## src/rtl/wght_pkg.sv

```systemverilog
// ---------------------------------------------------------------------------
// wght_pkg
// Shared definitions for the weight update unit (wght_upd).
//   - state_t    : FSM state encoding (IDLE, FETCH, MULT, WRITE, CLEAR, DONE)
//   - FXP_*      : fixed-point constants for the default Q8.24 format
//   - fxp_reduce : narrows a wide signed intermediate to a w-bit signed value
//
// Optional feature macro: WGHT_UPD_SAT_EN
//   defined   -> fxp_reduce clamps to [-2^(w-1), 2^(w-1)-1]
//   undefined -> fxp_reduce keeps the low w bits (two's-complement wrap)
// ---------------------------------------------------------------------------
package wght_pkg;

  typedef enum logic [2:0] {
    ST_IDLE  = 3'd0,
    ST_FETCH = 3'd1,
    ST_MULT  = 3'd2,
    ST_WRITE = 3'd3,
    ST_CLEAR = 3'd4,
    ST_DONE  = 3'd5
  } state_t;

  localparam int WIDTH_DEF = 32;
  localparam int FRAC_DEF  = 24;

  // Wide enough to hold a full 2*WIDTH product plus sign headroom for any
  // supported WIDTH (up to 64).
  localparam int EXT_W = 256;

  localparam logic signed [WIDTH_DEF-1:0] FXP_ONE = WIDTH_DEF'(1) << FRAC_DEF;
  localparam logic signed [WIDTH_DEF-1:0] FXP_MAX = {1'b0, {(WIDTH_DEF-1){1'b1}}};
  localparam logic signed [WIDTH_DEF-1:0] FXP_MIN = {1'b1, {(WIDTH_DEF-1){1'b0}}};

  // Reduce a sign-extended EXT_W value to a w-bit signed result, returned
  // sign-extended to EXT_W so callers simply take the low w bits.
  function automatic logic signed [EXT_W-1:0] fxp_reduce(
    input logic signed [EXT_W-1:0] x,
    input int unsigned             w
  );
    logic signed [EXT_W-1:0] res;
`ifdef WGHT_UPD_SAT_EN
    logic signed [EXT_W-1:0] hi;
    logic signed [EXT_W-1:0] lo;
    hi = ({{(EXT_W-1){1'b0}}, 1'b1} << (w - 1)) - 1;
    lo = -hi - 1;
    if (x > hi)
      res = hi;
    else if (x < lo)
      res = lo;
    else
      res = x;
`else
    int unsigned sh;
    sh  = EXT_W - w;
    res = (x <<< sh) >>> sh;
`endif
    return res;
  endfunction

endpackage

```

## src/rtl/wght_upd_alu.sv

```systemverilog
// ---------------------------------------------------------------------------
// wght_upd_alu
// Purely combinational arithmetic for the weight update w <- w - lr*grad.
//   lr, grad : signed Q(WIDTH-FRAC).FRAC operands for the MULT stage
//   prod_nxt : reduce((lr*grad) >>> FRAC), floor rounding (arithmetic shift)
//   w, prod  : current weight and registered product for the WRITE stage
//   w_nxt    : reduce(w - prod)
// Reduction behaviour follows macro WGHT_UPD_SAT_EN (see wght_pkg).
// ---------------------------------------------------------------------------
module wght_upd_alu
  import wght_pkg::*;
#(
  parameter int WIDTH = 32,
  parameter int FRAC  = 24
) (
  input  logic [WIDTH-1:0] lr,
  input  logic [WIDTH-1:0] grad,
  input  logic [WIDTH-1:0] w,
  input  logic [WIDTH-1:0] prod,
  output logic [WIDTH-1:0] prod_nxt,
  output logic [WIDTH-1:0] w_nxt
);

  logic signed [2*WIDTH-1:0] full;
  logic signed [2*WIDTH-1:0] shifted;
  logic signed [EXT_W-1:0]   shifted_ext;
  logic signed [EXT_W-1:0]   diff_ext;

  // Full-precision signed product, then drop FRAC bits toward -infinity.
  always_comb begin
    full        = $signed({{WIDTH{lr[WIDTH-1]}}, lr}) * $signed({{WIDTH{grad[WIDTH-1]}}, grad});
    shifted     = full >>> FRAC;
    shifted_ext = {{(EXT_W-2*WIDTH){shifted[2*WIDTH-1]}}, shifted};
    prod_nxt    = WIDTH'(fxp_reduce(shifted_ext, WIDTH));
  end

  // Subtraction is done wide so the overflow is visible to the reducer.
  always_comb begin
    diff_ext = {{(EXT_W-WIDTH){w[WIDTH-1]}}, w} - {{(EXT_W-WIDTH){prod[WIDTH-1]}}, prod};
    w_nxt    = WIDTH'(fxp_reduce(diff_ext, WIDTH));
  end

endmodule

```

## src/rtl/wght_upd.sv

```systemverilog
// ---------------------------------------------------------------------------
// wght_upd
// Weight update unit. On i_start it walks idx = 0..N-1, fetching each
// accumulated gradient over a valid/ready handshake, applies
// w[idx] <- w[idx] - lr*grad in signed fixed point, then pulses o_acc_clr
// and o_done.
//
// Ports:
//   clk, rst           clock; asynchronous active-low reset
//   i_start, i_lr      start request (IDLE only) and learning rate
//   i_grad, i_grad_vld gradient stream; o_grad_rdy / o_grad_idx handshake
//   i_init_we/addr/w   initial weight write (IDLE only, addr >= N dropped)
//   i_rd_addr, o_rd_w  combinational weight read (0 when addr >= N)
//   o_busy             high whenever not IDLE
//   o_done, o_acc_clr  one-cycle pulses at the end of a pass
//
// Optional feature macro: WGHT_UPD_SAT_EN (saturating reduce in the ALU).
// ---------------------------------------------------------------------------
module wght_upd
  import wght_pkg::*;
#(
  parameter int WIDTH = 32,
  parameter int FRAC  = 24,
  parameter int N     = 8,
  localparam int AW   = (N > 1) ? $clog2(N) : 1
) (
  input  logic             clk,
  input  logic             rst,
  input  logic             i_start,
  input  logic [WIDTH-1:0] i_lr,
  input  logic [WIDTH-1:0] i_grad,
  input  logic             i_grad_vld,
  output logic             o_grad_rdy,
  output logic [AW-1:0]    o_grad_idx,
  input  logic             i_init_we,
  input  logic [AW-1:0]    i_init_addr,
  input  logic [WIDTH-1:0] i_init_w,
  input  logic [AW-1:0]    i_rd_addr,
  output logic [WIDTH-1:0] o_rd_w,
  output logic             o_busy,
  output logic             o_done,
  output logic             o_acc_clr
);

  state_t           state;
  state_t           state_nxt;
  logic [AW-1:0]    idx;
  logic [WIDTH-1:0] lr_q;
  logic [WIDTH-1:0] grad_q;
  logic [WIDTH-1:0] prod_q;
  logic [WIDTH-1:0] bank [N];

  logic [WIDTH-1:0] prod_nxt;
  logic [WIDTH-1:0] w_nxt;
  logic             last_idx;
  logic             init_ok;
  logic             rd_ok;

  assign last_idx = (idx == AW'(N - 1));
  assign init_ok  = (32'(i_init_addr) < N);
  assign rd_ok    = (32'(i_rd_addr) < N);

  wght_upd_alu #(
    .WIDTH (WIDTH),
    .FRAC  (FRAC)
  ) u_alu (
    .lr       (lr_q),
    .grad     (grad_q),
    .w        (bank[idx]),
    .prod     (prod_q),
    .prod_nxt (prod_nxt),
    .w_nxt    (w_nxt)
  );

  always_ff @(posedge clk or negedge rst) begin
    if (!rst)
      state <= ST_IDLE;
    else
      state <= state_nxt;
  end

  // Next-state and status outputs; idx only advances in WRITE, so the
  // requested index is stable for the whole FETCH wait.
  always_comb begin
    state_nxt  = state;
    o_grad_rdy = 1'b0;
    o_busy     = 1'b1;
    o_done     = 1'b0;
    o_acc_clr  = 1'b0;
    case (state)
      ST_IDLE: begin
        o_busy = 1'b0;
        if (i_start)
          state_nxt = ST_FETCH;
      end
      ST_FETCH: begin
        o_grad_rdy = 1'b1;
        if (i_grad_vld)
          state_nxt = ST_MULT;
      end
      ST_MULT:  state_nxt = ST_WRITE;
      ST_WRITE: state_nxt = last_idx ? ST_CLEAR : ST_FETCH;
      ST_CLEAR: begin
        o_acc_clr = 1'b1;
        state_nxt = ST_DONE;
      end
      ST_DONE: begin
        o_done    = 1'b1;
        state_nxt = ST_IDLE;
      end
      default: begin
        o_busy    = 1'b0;
        state_nxt = ST_IDLE;
      end
    endcase
  end

  // Datapath registers and weight bank. An init write and a start in the
  // same IDLE cycle both take effect, so index 0 sees the new value.
  always_ff @(posedge clk or negedge rst) begin
    if (!rst) begin
      idx    <= '0;
      lr_q   <= '0;
      grad_q <= '0;
      prod_q <= '0;
      for (int i = 0; i < N; i++)
        bank[i] <= '0;
    end else begin
      case (state)
        ST_IDLE: begin
          if (i_init_we && init_ok)
            bank[i_init_addr] <= i_init_w;
          if (i_start) begin
            lr_q <= i_lr;
            idx  <= '0;
          end
        end
        ST_FETCH: begin
          if (i_grad_vld)
            grad_q <= i_grad;
        end
        ST_MULT: prod_q <= prod_nxt;
        ST_WRITE: begin
          bank[idx] <= w_nxt;
          if (!last_idx)
            idx <= idx + 1'b1;
        end
        default: ;
      endcase
    end
  end

  assign o_grad_idx = idx;
  assign o_rd_w     = rd_ok ? bank[i_rd_addr] : '0;

endmodule

```

## config.mk

```make
export PLATFORM = sky130hd
export DESIGN_NAME = wght_upd
export DESIGN_NICKNAME = d
export VERILOG_FILES = /design/src/rtl/wght_pkg.sv /design/src/rtl/wght_upd_alu.sv /design/src/rtl/wght_upd.sv
export SDC_FILE = /design/constraint.sdc
export NUM_CORES = 2
export LEC_CHECK = 0
export CAP_MARGIN = 10
export CORE_ASPECT_RATIO = 0.5
export CORE_UTILIZATION = 45
export CTS_CLUSTER_SIZE = 12
export DETAILED_ROUTE_END_ITERATION = 6
export GPL_ROUTABILITY_DRIVEN = 0
export PLACE_DENSITY_LB_ADDON = 0.08
export SETUP_SLACK_MARGIN = 0.15
export SLEW_MARGIN = 20
export SYNTH_ARGS = -nofsm -noshare
export SYNTH_HDL_FRONTEND = slang
export SYNTH_SLANG_ARGS = --single-unit
```

## constraint.sdc

```tcl
create_clock -name clk -period 18.16 [get_ports clk]
set_input_delay 1.816 -clock clk [delete_from_list [all_inputs] [get_ports clk]]
set_output_delay 1.816 -clock clk [all_outputs]
set_load 0.05 [all_outputs]
```

* Yosys cells after proc, flatten, opt, wreduce, memory -nomap -nowiden
Cells that the tools add are included.
Operators by class: add/sub/neg operators 2, $mul 1, divide/modulo/power cells 0, order comparisons 5, eq/ne operators 10, shift-type cells 0, muxes and demuxes 25, bitwise logic cells 3, reductions and logical operators 10
Operators by type and width (count):
- 256-bit bitwise mux | 2
- 256-bit one-hot mux with 2 select lines | 1
- 256-bit two-way mux | 1
- 32-bit binary-select mux with 3-bit select | 2
- 32-bit demux with 3-bit select | 2
- 32-bit two-way mux | 6
- 32-bit by 32-bit multiplier with 56-bit output | 1
- 32-bit subtractor | 1
- 3-bit two-way mux | 5
- 3-bit one-hot mux with 5 select lines | 1
- 4-bit greater-or-equal comparator, second input constant | 3
- 3-bit inverter with 4-bit output | 3
- 3-bit == test, second input constant | 3
- 4-bit by 1-bit less-than comparator with 1-bit output, second input constant | 2
- 2-bit != test, second input constant | 4
- 2-bit AND reduction | 4
- 3-bit by 2-bit == test with 1-bit output, second input constant | 2
- 3-bit one-hot mux with 2 select lines | 1
- 5-bit OR reduction | 1
- 1-bit two-way mux | 4
- 3-bit by 1-bit adder with 3-bit output, second input constant | 1
- 3-bit by 1-bit == test with 1-bit output, second input constant | 1
- 3-bit zero test | 1
- 3-bit AND reduction | 1
- other kinds (2) | 3
Storage, ports and cells: flip-flop bits (word level) 358, latch bits 0, bits in writable memories 0, ROM bits 0, bits of input ports 107, output and inout port bits 39, logic and storage cells 69, memories kept 0

* Depth between registers and ports, before layout
depth in word-level cells 8, depth in mapped cells 28, gate-level depth less buffers 27

* By module
From an unflattened synthesis, not the netlist that was laid out.
Second synthesis, totals: cell total of the unflattened synthesis 5294, area, all modules 54335.9 µm²
By module, submodules not included:
- wght_upd_alu | instances 1, cells each 3714, area each 34081.4 µm², seq. area each 0.0 µm²
- wght_upd | instances 1, cells each 1580, area each 20254.4 µm², seq. area each 8958.6 µm²

* Least setup slack after synthesis
No wires, ideal clock.
path kind reg-to-reg, start register lr_q[28], end register prod_q[25], library setup time 0.130 ns, arrival time 7.322 ns, required time 18.030 ns, setup slack 10.708 ns, cell stages (with the launch flop) 28, buffers on the path 2, period minus slack after synthesis 7.452 ns, path through dfrtp_1 -> clkbuf_1 -> clkbuf_1 -> nand2_1 -> fa_1 -> inv_1 -> fa_1 -> fa_1 -> inv_1 -> fa_1 -> inv_1 -> fa_1 -> fa_1 -> fa_1 -> inv_1 -> fa_1 -> inv_1 -> ha_1 -> a21o_1 -> a221o_1 -> a21oi_1 -> o21ai_1 -> a211oi_4 -> nor4_2 -> or3_4 -> o31ai_2 -> xor2_1 -> o21ai_1
Between the ends: longest elaborated chain between the ends 1
RTL lines:
- from (decl) | RTL line wght_upd.sv:48 | logic [WIDTH-1:0] lr_q;
- from (signal assigned) | RTL line wght_upd.sv:134 | lr_q <= i_lr;
- 32-bit by 32-bit multiplier with 56-bit output | RTL line wght_upd_alu.sv:31 | full = $signed({{WIDTH{lr[WIDTH-1]}}, lr}) * $signed({{WIDTH{grad[WIDTH-1]}}, grad});
- to (signal assigned) | RTL line wght_upd.sv:142 | ST_MULT: prod_q <= prod_nxt;
- to (decl) | RTL line wght_upd.sv:50 | logic [WIDTH-1:0] prod_q;
Every way passes these cells. A chain may end at the register's enable or synchronous reset.

* Worst setup path in the final report
start register grad_q[5], end register prod_q[31]
Between the ends: longest elaborated chain between the ends 1
RTL lines:
- from (decl) | RTL line wght_upd.sv:49 | logic [WIDTH-1:0] grad_q;
- from (signal assigned) | RTL line wght_upd.sv:140 | grad_q <= i_grad;
- 32-bit by 32-bit multiplier with 56-bit output | RTL line wght_upd_alu.sv:31
Every way passes these cells.

==> results by stage <==
GRT:
- The total global-route track usage is 30.8%.
- The number of global-route vias before repair is 44136.
- The total overflow left after global routing is 0.
- The initial antenna violation count is 7.
- The largest net degree at the start of global routing is 163.
- The first global-routing pass estimated ~280000 um of wire.

Clock network:
- The total setup buffers inserted after CTS is 0.
- The clock reaches the later pin of the worst-skew pair after 620 ps.
- Clock tree synthesis found a total of around 360 sinks.
- The CTS H-tree depth is 2.
- Clock-pin slew was measured on the worst setup and hold paths at 70 ps.
- The count of cells resized by post-cts repair is 0.
- Hold repair after CTS inserted 0 buffers.
- The total clock buffers created by CTS is between 40 and 50.
- In this run the clock root is driven by a clkbuf_16.
- TritonCTS built the clock tree.
- The number of buffers between clock root and the deepest sink is 3.

Critical path:
- STA classifies the critical path startpoint as a flop.
- The setup path with the least slack is of type flop to flop.
- The startpoint identified for the worst register-to-register timing path is grad_q[5].
- The reg-to-reg setup timing slack is 9020 ps.
- The worst register-to-register path ends at prod_q[31].
- The worst setup path is captured at a flop.
- The maximum fanout along the worst path is 19.
- The number of cells on the worst reg-to-reg path is 23.
- The required time of the worst setup path is ~19000 ps.
- The data arrival time at the worst-slack endpoint is around 9600 ps.

STA:
- The largest clock skew in the final design is 42.8 ps.
- The clock period minus worst slack is 9140 ps.
- Dividing the final minimum period by the clock period gives 50.3%.
- The count of pins over their slew limit is 0.
- At the pin with the least slew margin, the transition time is approximately 1200 ps.
- The total negative setup slack is 0 ps.
- Derived from the worst setup path, the maximum achievable clock frequency is roughly 110 MHz.
- Setup repair after global routing left no endpoint under its margin.
- The number of hold violations in the final report was 0.
- Setup violations remaining at the end of the flow were counted as 0.
- Headroom to the max-slew limit came out at 18.0%.

Route:
- The number of vias per cell after detailed routing is 5.83.
- The iteration count of the initial detailed-routing pass is 6.
- The average routed wire per standard cell is 25.6 um.
- The detail route stage leaves a number of antenna-violating nets equal to 0.
- The total vias in the final route is approximately 41000.
- The highest layer touched by signal routing is met4.
- After detailed routing, the met2 layer carries 80900 um of wire.
- The initial DRC count is 4091.
- After detailed routing, the number of remaining DRC violations is 0.
- The final layout contains routed wiring with a total length of 180000 um.
- The total length of routed met3 wires is roughly 16000 um.
- The sum of routed wire segments on met1 is 77200 um.

Placement:
- The cell total after placement is 6943.
- The HPWL after detailed placement is 125000 um.
- Port buffering added 145 buffers.

Yosys:
- The number of enable-type register cells in the synthesized netlist is 0.
- The share of the Yosys chip area taken by registers is ~17%.
- Among all flip-flop cells after synthesis, the most frequent one is dfrtp_1.
- The count of cell types in the netlist is slightly above 90.
- The Yosys step of the flow raised 0 warnings.
- The number of nets handed over by synthesis was just under 7000.
- After technology mapping, the gate count stands at ~5500.
- For this run, asynchronously set or reset flops after synthesis account for 100%.
- The average footprint of a synthesized cell is 9.69 sq um.
- After synthesis the cells add up to 53000 sq um.
- After synthesis the netlist holds a flip-flop and latch count of 358.

Hold path:
- The worst hold path was traced through 2 stages.
- The worst-case hold path end point is prod_q[13].
- The type of the most critical hold path is flop to flop.
- The worst hold path begins at prod_q[13].

Cells and area:
- The fill cell total of the finished layout is 10876.
- The final instance count without filler cells is 7020.
- The share of layout cells above drive strength 1 is 8.22%.
- From synthesis to final layout, the design area changed by 8.02%.
- The net count of the finished layout is roughly 6700.
- The library cells used most frequently in the layout, excluding fill and tap cells, are fa_1, inv_1, nand2_1.
- The most frequent standard cell in the layout excluding fill and tap cells is fa_1.

Floorplan:
- The core region area is approximately 120000 sq um.
- The die is approximately 490 um wide.
- The die is 245 um tall.
- The floorplan has 88 rows.
- The starting density of the core is between 40% and 50%.
- The die area is 119000 sq um.
- The top-level port count is 146.

Status:
- The flow ran to the end, and the final reports show no timing, DRC or antenna violations.

Job:
- The number of max-cap violations is 0.
==> worst max-delay path by stage <==
stage | startpoint | to | slack [ps] | cells past startpoint
floorplan | lr_q[28] | prod_q[25] | 10710 | 27
global placement | grad_q[5] | prod_q[31] | 9210 | 23
detailed placement | grad_q[5] | prod_q[31] | 9090 | 23
CTS | grad_q[5] | prod_q[31] | 9040 | 23
global route | grad_q[5] | prod_q[31] | 8590 | 23
finish | grad_q[5] | prod_q[31] | 9020 | 23
==> worst max-delay path: stages (launching register included) <==
cell and delay [ps]:
dfrtp_1 900, buf_4 370, nand2_1 170, inv_1 160, fa_1 530, fa_1 750, fa_1 520, fa_1 880
inv_1 220, fa_1 540, inv_1 60, fa_1 440, fa_1 490, fa_1 560, ha_1 410, a21o_1 190
a21oi_1 200, o21ai_0 140, a211oi_1 580, nand3_1 180, a311o_1 340, nand3_1 110, xnor2_1 110, o21ai_0 80
==> cell usage after synthesis, types with 5 or more instances <==
master    instances  area, sq um
o22ai_1          11         68.8
nor2b_1          26          163
a221oi_1         28          245
buf_2             6         30.0
nand3_1          20          100
dfrtp_1         358         8960
ha_1            204         2550
o21ai_1          26          130
xnor2_1          50          438
nand4_1          10         62.6
fa_1            983        19700
a211oi_1         37          278
nand2_1         807         3030
clkbuf_1        332         1250
mux2_2          132         1490
a22oi_1          38          285
a221o_1          16          160
o31ai_1           5         37.5
a31oi_1           8         50.1
mux4_2           78         1760
nor3_1           17         85.1
buf_1            12         45.0
and2_1          445         2780
mux2i_1          24          240
a22o_1           13          114
nor2_1          149          559
a21oi_1         139          696
o21a_1           44          330
inv_1           916         3440
o221ai_1        120         1050
xor2_1           35          307
nand2b_1         14         87.6
o21ai_0         209         1050
a32oi_1          12          105
o22a_1            9         78.8
and3_1            9         56.3
a21o_1           38          285
==> kinds of logic after synthesis <==
logic type                 share of synthesized area (%)
AOI/OAI and AO/OA                                   10.4
adders and majority gates                           41.9
buffers and inverters                               9.13
xor gates and xnor gates                            1.53
muxes                                               6.57
DFF                                                 16.9
and+or+nand+nor                                     13.6
==> registers in the layout (all words and copies together), names as in the netlist <==
signal and cells:
bank 256, grad_q 32, lr_q 32, prod_q 32
o_grad_idx 3, state 3
==> per-stage QoR <==
step                hold slack, ps  setup WS (ps)  cell area (sq um)  utilization (%)
global route                   522           8590              57300             49.4
detailed placement             472           9090              55900             48.2
floorplan                      449          10710              53000                -
finish                         478           9020              57300             49.4
CTS                            487           9040              57200             49.3
global placement               465           9210              55900             48.2
==> cell type report <==
| class | count | area [sq um] | area share [%] |
|---|---|---|---|
| Antenna cell | 5 | 12.5 | 0.0218 |
| Clock inverter | 10 | 118 | 0.205 |
| Clock buffer | 61 | 1190 | 2.08 |
| Tap cell | 1575 | 1970 | 3.44 |
| Sequential cell | 358 | 8980 | 15.7 |
| Multi-Input combinational cell | 3843 | 39300 | 68.6 |
| Inverter | 919 | 3450 | 6.02 |
| Timing Repair Buffer | 249 | 2250 | 3.93 |
==> per-layer routing <==
layer / track usage, % / up-vias
met5: 0 / -
li1: - / 17192
met4: 9.01 / 0
met2: 48.6 / 1915
met1: 43.2 / 21503
met3: 5.98 / 320
Power is not shown: default switching activity piles up to over one toggle a cycle in this logic, so the estimate is an artifact.
